**config.mk**
```make
export PLATFORM = sky130hd
export DESIGN_NAME = spi_responder
export DESIGN_NICKNAME = d
export VERILOG_FILES = /design/src/rtl/spi_responder_pkg.sv /design/src/rtl/spi_responder_pin_sync.sv /design/src/rtl/spi_responder.sv
export SDC_FILE = /design/constraint.sdc
export NUM_CORES = 1
export LEC_CHECK = 0
export ABC_AREA = 1
export CORE_UTILIZATION = 40
export CTS_CLUSTER_DIAMETER = 100
export DETAILED_ROUTE_END_ITERATION = 7
export REMOVE_ABC_BUFFERS = 1
export SLEW_MARGIN = 20
export SYNTH_ARGS = -nofsm -noshare
export SYNTH_HDL_FRONTEND = slang
export SYNTH_SLANG_ARGS = --single-unit
```
**constraint.sdc**
```tcl
create_clock -name clk -period 2.51 [get_ports clk]
set_input_delay 0.502 -clock clk [delete_from_list [all_inputs] [get_ports clk]]
set_output_delay 0.502 -clock clk [all_outputs]
set_load 0.02 [all_outputs]
```
**src/rtl/spi_responder_pkg.sv**
```systemverilog
// ============================================================================
// Module  : spi_responder_pkg
// Brief   : Shared state encoding, idle byte and IO addresses for the SPI responder
// Revision: 1.0
// ============================================================================
`default_nettype none

package spi_responder_pkg;

  typedef enum logic [1:0] {
    ST_IDLE    = 2'd0,
    ST_ACTIVE  = 2'd1,
    ST_WAIT_CS = 2'd2
  } state_t;

  localparam logic [7:0] C_IDLE_BYTE = 8'hFF;

  // J1 IO map: SPI responder registers sit next to the UART
  localparam logic [15:0] adr_uart0     = 16'h1000;
  localparam logic [15:0] adr_spis_data = 16'h1010;
  localparam logic [15:0] adr_spis_stat = 16'h1020;

endpackage

`default_nettype wire

```
**src/rtl/spi_responder_pin_sync.sv**
```systemverilog
// ============================================================================
// Module  : spi_pin_sync
// Brief   : Multi-flop pin synchroniser with registered rise/fall pulses
// Revision: 1.0
// ============================================================================
`default_nettype none

module spi_pin_sync #(
  parameter int SYNC_STAGES = 3
) (
  input  logic clk,
  input  logic reset,
  input  logic i_pin,
  output logic o_sync,
  output logic o_rise,
  output logic o_fall
);

  logic [SYNC_STAGES-1:0] r_chain;
  logic                   r_prev;

  // Chain resets low so a released cs_n shows up as a rise after reset
  always_ff @(posedge clk) begin
    if (reset) begin
      r_chain <= '0;
      r_prev  <= 1'b0;
    end else begin
      r_chain <= {r_chain[SYNC_STAGES-2:0], i_pin};
      r_prev  <= r_chain[SYNC_STAGES-1];
    end
  end

  assign o_sync = r_chain[SYNC_STAGES-1];
  assign o_rise = r_chain[SYNC_STAGES-1] & ~r_prev;
  assign o_fall = ~r_chain[SYNC_STAGES-1] & r_prev;

endmodule

`default_nettype wire

```
**src/rtl/spi_responder.sv**
```systemverilog
// ============================================================================
// Module  : spi_responder
// Brief   : SPI mode-0 target for the J1 IO bus, MSB first, 8-bit frames
// Revision: 1.0
// ============================================================================
`default_nettype none

module spi_responder
  import spi_responder_pkg::*;
#(
  parameter int         SYNC_STAGES = 3,
  parameter logic [7:0] IDLE_BYTE   = C_IDLE_BYTE
) (
  input  logic       clk,
  input  logic       reset,
  input  logic       spi_sck,
  input  logic       spi_cs_n,
  input  logic       spi_mosi,
  output logic       spi_miso,
  output logic       spi_miso_oe,
  input  logic       wr,
  input  logic [7:0] tx_data,
  input  logic       rd,
  output logic [7:0] rx_data,
  output logic       rx_valid,
  output logic       tx_ready,
  output logic       overrun,
  output logic       busy
);

  logic w_sck_sync, w_sck_rise, w_sck_fall;
  logic w_cs_sync, w_cs_rise, w_cs_fall;
  logic w_unused_sync;

  spi_pin_sync #(.SYNC_STAGES(SYNC_STAGES)) u_sck_sync (
    .clk    (clk),
    .reset  (reset),
    .i_pin  (spi_sck),
    .o_sync (w_sck_sync),
    .o_rise (w_sck_rise),
    .o_fall (w_sck_fall)
  );

  spi_pin_sync #(.SYNC_STAGES(SYNC_STAGES)) u_cs_sync (
    .clk    (clk),
    .reset  (reset),
    .i_pin  (spi_cs_n),
    .o_sync (w_cs_sync),
    .o_rise (w_cs_rise),
    .o_fall (w_cs_fall)
  );

  assign w_unused_sync = w_sck_sync ^ w_cs_sync;

  // MOSI needs the level only; same depth keeps it aligned with the sck edges
  logic [SYNC_STAGES-1:0] r_mosi_chain;
  logic                   w_mosi_sync;

  always_ff @(posedge clk) begin
    if (reset) r_mosi_chain <= '0;
    else       r_mosi_chain <= {r_mosi_chain[SYNC_STAGES-2:0], spi_mosi};
  end

  assign w_mosi_sync = r_mosi_chain[SYNC_STAGES-1];

  state_t     r_state, w_state_nxt;
  logic       w_load, w_shift, w_bit, w_abort;
  logic [2:0] r_bit_cnt;
  logic [6:0] r_rx_shift;
  logic [7:0] r_tx_shift;
  logic [7:0] r_tx_hold;
  logic       r_tx_ready;
  logic [7:0] r_rx_data;
  logic       r_rx_valid;
  logic       r_overrun;
  logic       r_reload_pend;
  logic [7:0] w_rx_byte;

  always_ff @(posedge clk) begin
    if (reset) r_state <= ST_WAIT_CS;
    else       r_state <= w_state_nxt;
  end

  always_comb begin
    w_state_nxt = r_state;
    w_load      = 1'b0;
    w_shift     = 1'b0;
    w_bit       = 1'b0;
    w_abort     = 1'b0;
    case (r_state)
      ST_IDLE: begin
        if (w_cs_fall) begin
          w_state_nxt = ST_ACTIVE;
          w_load      = 1'b1;
        end
      end
      ST_ACTIVE: begin
        if (w_cs_rise) begin
          w_state_nxt = ST_IDLE;
          w_abort     = 1'b1;
        end else begin
          w_bit = w_sck_rise;
          if (w_sck_fall) begin
            w_load  = r_reload_pend;
            w_shift = ~r_reload_pend;
          end
        end
      end
      ST_WAIT_CS: begin
        if (w_cs_rise) w_state_nxt = ST_IDLE;
      end
      default: w_state_nxt = ST_IDLE;
    endcase
  end

  assign w_rx_byte = {r_rx_shift, w_mosi_sync};

  // Later assignments deliberately win: wr over the load's tx_ready set,
  // byte completion over rd's rx_valid clear
  always_ff @(posedge clk) begin
    if (reset) begin
      r_bit_cnt     <= 3'd0;
      r_rx_shift    <= 7'd0;
      r_tx_shift    <= IDLE_BYTE;
      r_tx_hold     <= 8'd0;
      r_tx_ready    <= 1'b1;
      r_rx_data     <= 8'd0;
      r_rx_valid    <= 1'b0;
      r_overrun     <= 1'b0;
      r_reload_pend <= 1'b0;
    end else begin
      if (rd) begin
        r_rx_valid <= 1'b0;
        r_overrun  <= 1'b0;
      end
      if (w_load) begin
        r_tx_shift    <= r_tx_ready ? IDLE_BYTE : r_tx_hold;
        r_tx_ready    <= 1'b1;
        r_reload_pend <= 1'b0;
      end else if (w_shift) begin
        r_tx_shift <= {r_tx_shift[6:0], 1'b0};
      end
      if (wr) begin
        r_tx_hold  <= tx_data;
        r_tx_ready <= 1'b0;
      end
      if (w_abort) begin
        r_bit_cnt     <= 3'd0;
        r_reload_pend <= 1'b0;
      end
      if (w_bit) begin
        r_rx_shift <= w_rx_byte[6:0];
        r_bit_cnt  <= r_bit_cnt + 3'd1;
        if (r_bit_cnt == 3'd7) begin
          r_reload_pend <= 1'b1;
          if (!r_rx_valid || rd) begin
            r_rx_data  <= w_rx_byte;
            r_rx_valid <= 1'b1;
          end else begin
            r_overrun <= 1'b1;
          end
        end
      end
    end
  end

  assign busy        = (r_state == ST_ACTIVE);
  assign spi_miso_oe = busy;
  assign spi_miso    = busy & r_tx_shift[7];
  assign rx_data     = r_rx_data;
  assign rx_valid    = r_rx_valid;
  assign tx_ready    = r_tx_ready;
  assign overrun     = r_overrun;

endmodule

`default_nettype wire

```
==> results.ini <==
[status]
result_of_the_run = finished, final reports clean

[run]
cap_violations = 0

[global_route]
grt_pass1_vias = 1517
gr-usage-all-layers_pct = 15.0
grt_pass1_wl_mm = 6.55
gr_ovfl_total = 0
largest_net_degree_at_the_start_of_global_routing = 36
initial_antenna_violation_count = 0

[power_and_ir_drop]
ir_worst_vdd_mv = 0.343
p_leak_nw = 1.16
design_power_total_mw = 1.38
power.density_mw_per_mm2 = 550

[worst_setup_path]
reg2reg_to = r_tx_shift[2]$_SDFFE_PP1P_
start_kind = flip-flop
crit_buf_inv = 3
timing.critical_path.slowest_cell_delay_ns = 0.60
crit_path_top_delay_cell = clkdlybuf4s50_1
worst_setup_path_startpoint = r_state[1]$_SDFFE_PP1P_
timing.critical_path.arrival_ns = 1.79
cp.required_ns = 2.01
timing.reg2reg.worst_path_depth = 6
cpLargestDelayFamily = buffers and inverters
path_max_fanout = 9
endpoint_kind_of_the_worst_setup_timing_path = output pin
rr_startpoint = r_state[1]$_SDFFE_PP1P_
reg2reg_setup_slack_ns = 0.84
critical_path.cell_chain = inv_1, ha_1, nand2_1, inv_1, clkdlybuf4s50_1
crit_path_frequent_cell = inv_1
criticalPathCategory = flip-flop to output pin

[clock_network]
worst_skew_late_latency_ns = 0.30
ctsLongestPathBuffers = 2
cts_root_buf = clkbuf_8
hold_buffer_count_at_cts = 0
clkTransAtPathRegs_ns = 0.09
cts_tree = yes
cts-resized-gates = 0
clock-sinks = 51
cts_made_buffers = 5
cts.repair_timing.setup_buffer_count = 0
cts-htree-levels = 2

[timing]
worst_clock_skew_ns = 0.00362
rsz0062_at_grt = false
finalHoldViolCount = 0
final.min_clock_period_ns = 2.29
setup-tns-final_ns = 0
worst-slew-pin-transition_ns = 0.472
report.final.slew_viol_count = 0
timing.final.crit_share_pct = 91.2
maxClockFrequency_ghz = 0.437
timing.slew.headroom_pct = 68.5
setup_viol_count_final = 0

[synth]
synth_seq_area_share_pct = 48.6
post_synth.cell_area_avg_um2 = 7.14
synth_top_area_share_pct = 48.6
synth.distinct_cells = 16
yosys_register_bits = 51
netlist_area_before_placement_mm2 = 0.00210
synth_warnings = 0
yosysTopAreaCell = dfxtp_1
yosys-top-cells-area = dfxtp_1 (49%), nor2_1 (10%), nand2_1 (9.5%), inv_1 (8.0%), nand3_1 (5.7%)
synthCells = 294

[place]
gp_congestion = 0.746
portBuffers = 28
post-dp-hpwl_mm = 2.57

[die]
floorplan.core_area_mm2 = 0.00507
fp-row-count = 26
die_h_um = 74.5
die_w_um = 74.5
initial_utilization_pct = 41.4
design.die.area_mm2 = 0.00554
io_pins = 29

[layout]
nets = 340
layout-area-overhead-vs-synth_pct = 19.8
layout.core_utilization_pct = 49.6
most_frequent_standard_cell_in_the_layout_excluding_fill_and_tap_cells = nor2_1
layout.cells.most_common_list = nor2_1 (56), nand2_1 (53), dfxtp_1 (51)
post_route_cells_drive_above_1_share_pct = 4.97
antenna_cells_inserted = 0

[detailed_routing]
avgRoutedWirePerCell_um = 9.47
dr.first_iter.drc_count = 71
route.final.wire_length_mm = 3.71
detail_route.vias_per_cell = 4.52
detailedRoute.firstPassIterationCount = 4
num_vias = 1771
drc = 0
detail_route_antenna_nets = 0

[min_path]
whs_endpoint = u_cs_sync.r_chain[2]$_SDFF_PP0_
timing.hold.worst_path_depth = 2
hp-class = flip-flop to flip-flop
hp-start = u_cs_sync.r_chain[1]$_SDFF_PP0_

==> worst min-delay path, stage by stage, from the launching register on <==
cell and delay (ns):
dfxtp_1 0.30, inv_1 0.04, nor2_1 0.03
==> flip-flops by register name (all words and copies together), names as in the netlist <==
signal	cells
r_tx_shift	8
r_tx_hold	8
rx_valid	1
overrun	1
r_rx_shift	7
u_sck_sync.r_prev	1
u_cs_sync.r_prev	1
r_mosi_chain	3
u_sck_sync.r_chain	3
u_cs_sync.r_chain	3
tx_ready	1
r_state	2
rx_data	8
r_bit_cnt	3
r_reload_pend	1
==> synthesized netlist by cell type, drive strengths merged <==
cell and count:
o21ai 19, nand3 24, dfxtp 51, buf 6, clkbuf 5, clkinv 2
nand2 57, nand4 10, nor2 57, a21oi 14, ha 4, inv 45
==> stage by stage <==
step / instances / area (µm²) / worst slack [ns] / hold slack, ns
3_3_place_gp: 384 / 2430 / 0.555 / 0.390
6_report: 392 / 2510 / 0.220 / 0.407
5_1_grt: 392 / 2510 / 0.104 / 0.429
2_1_floorplan: 283 / 2040 / 0.754 / 0.388
4_1_cts: 392 / 2510 / 0.202 / 0.412
3_5_place_dp: 384 / 2430 / 0.540 / 0.399
==> per-layer routing <==
metal	vias to the layer above	routed length (µm)	GRT usage [%]
li1	967	-	-
met1	776	1920	19.5
met2	24	1670	24.3
met3	4	98	4.07
met4	0	24	4.40
met5	-	0	0
==> how the worst max path moves through the flow <==
stage / endpoint / slack, ns / cells past startpoint
finish: spi_miso / 0.22 / 5
global route: spi_miso / 0.10 / 5
CTS: spi_miso / 0.20 / 5
detailed placement: spi_miso / 0.54 / 5
global placement: spi_miso / 0.55 / 5
floorplan: rx_data[0]$_SDFFE_PP0P_ / 0.75 / 7
==> area by class of cell <==
class                           instances  area (µm²)
Sequential cell                        51        1020
Clock inverter                          3        15.0
Tap cell                               70        87.6
Inverter                               47         176
Timing Repair Buffer                   31         303
Clock buffer                            5        68.8
Multi-Input combinational cell        185         843
Fill cell                             567        2560
==> cells by family (layout without fill, tap and decap cells) <==
logic type               count (synthesis)  after routing  share of synthesized area (%)
adder cells (fa/ha/maj)                  4              4                           2.38
AO/OA/AOI/OAI                           33             33                           7.87
AND/OR/NAND/NOR                        148            148                           29.9
flip-flops                              51             51                           48.6
buffers and inverters                   58             86                           11.2
==> where the power goes <==
group / total (mW) / internal (mW) / switching [mW] / leakage, nW
logic: 0.0898 / 0.0430 / 0.0468 / 0.701
registers: 0.839 / 0.828 / 0.0104 / 0.415
clock network: 0.455 / 0.191 / 0.263 / 0.0477
Power figures use the tool's default switching activity.
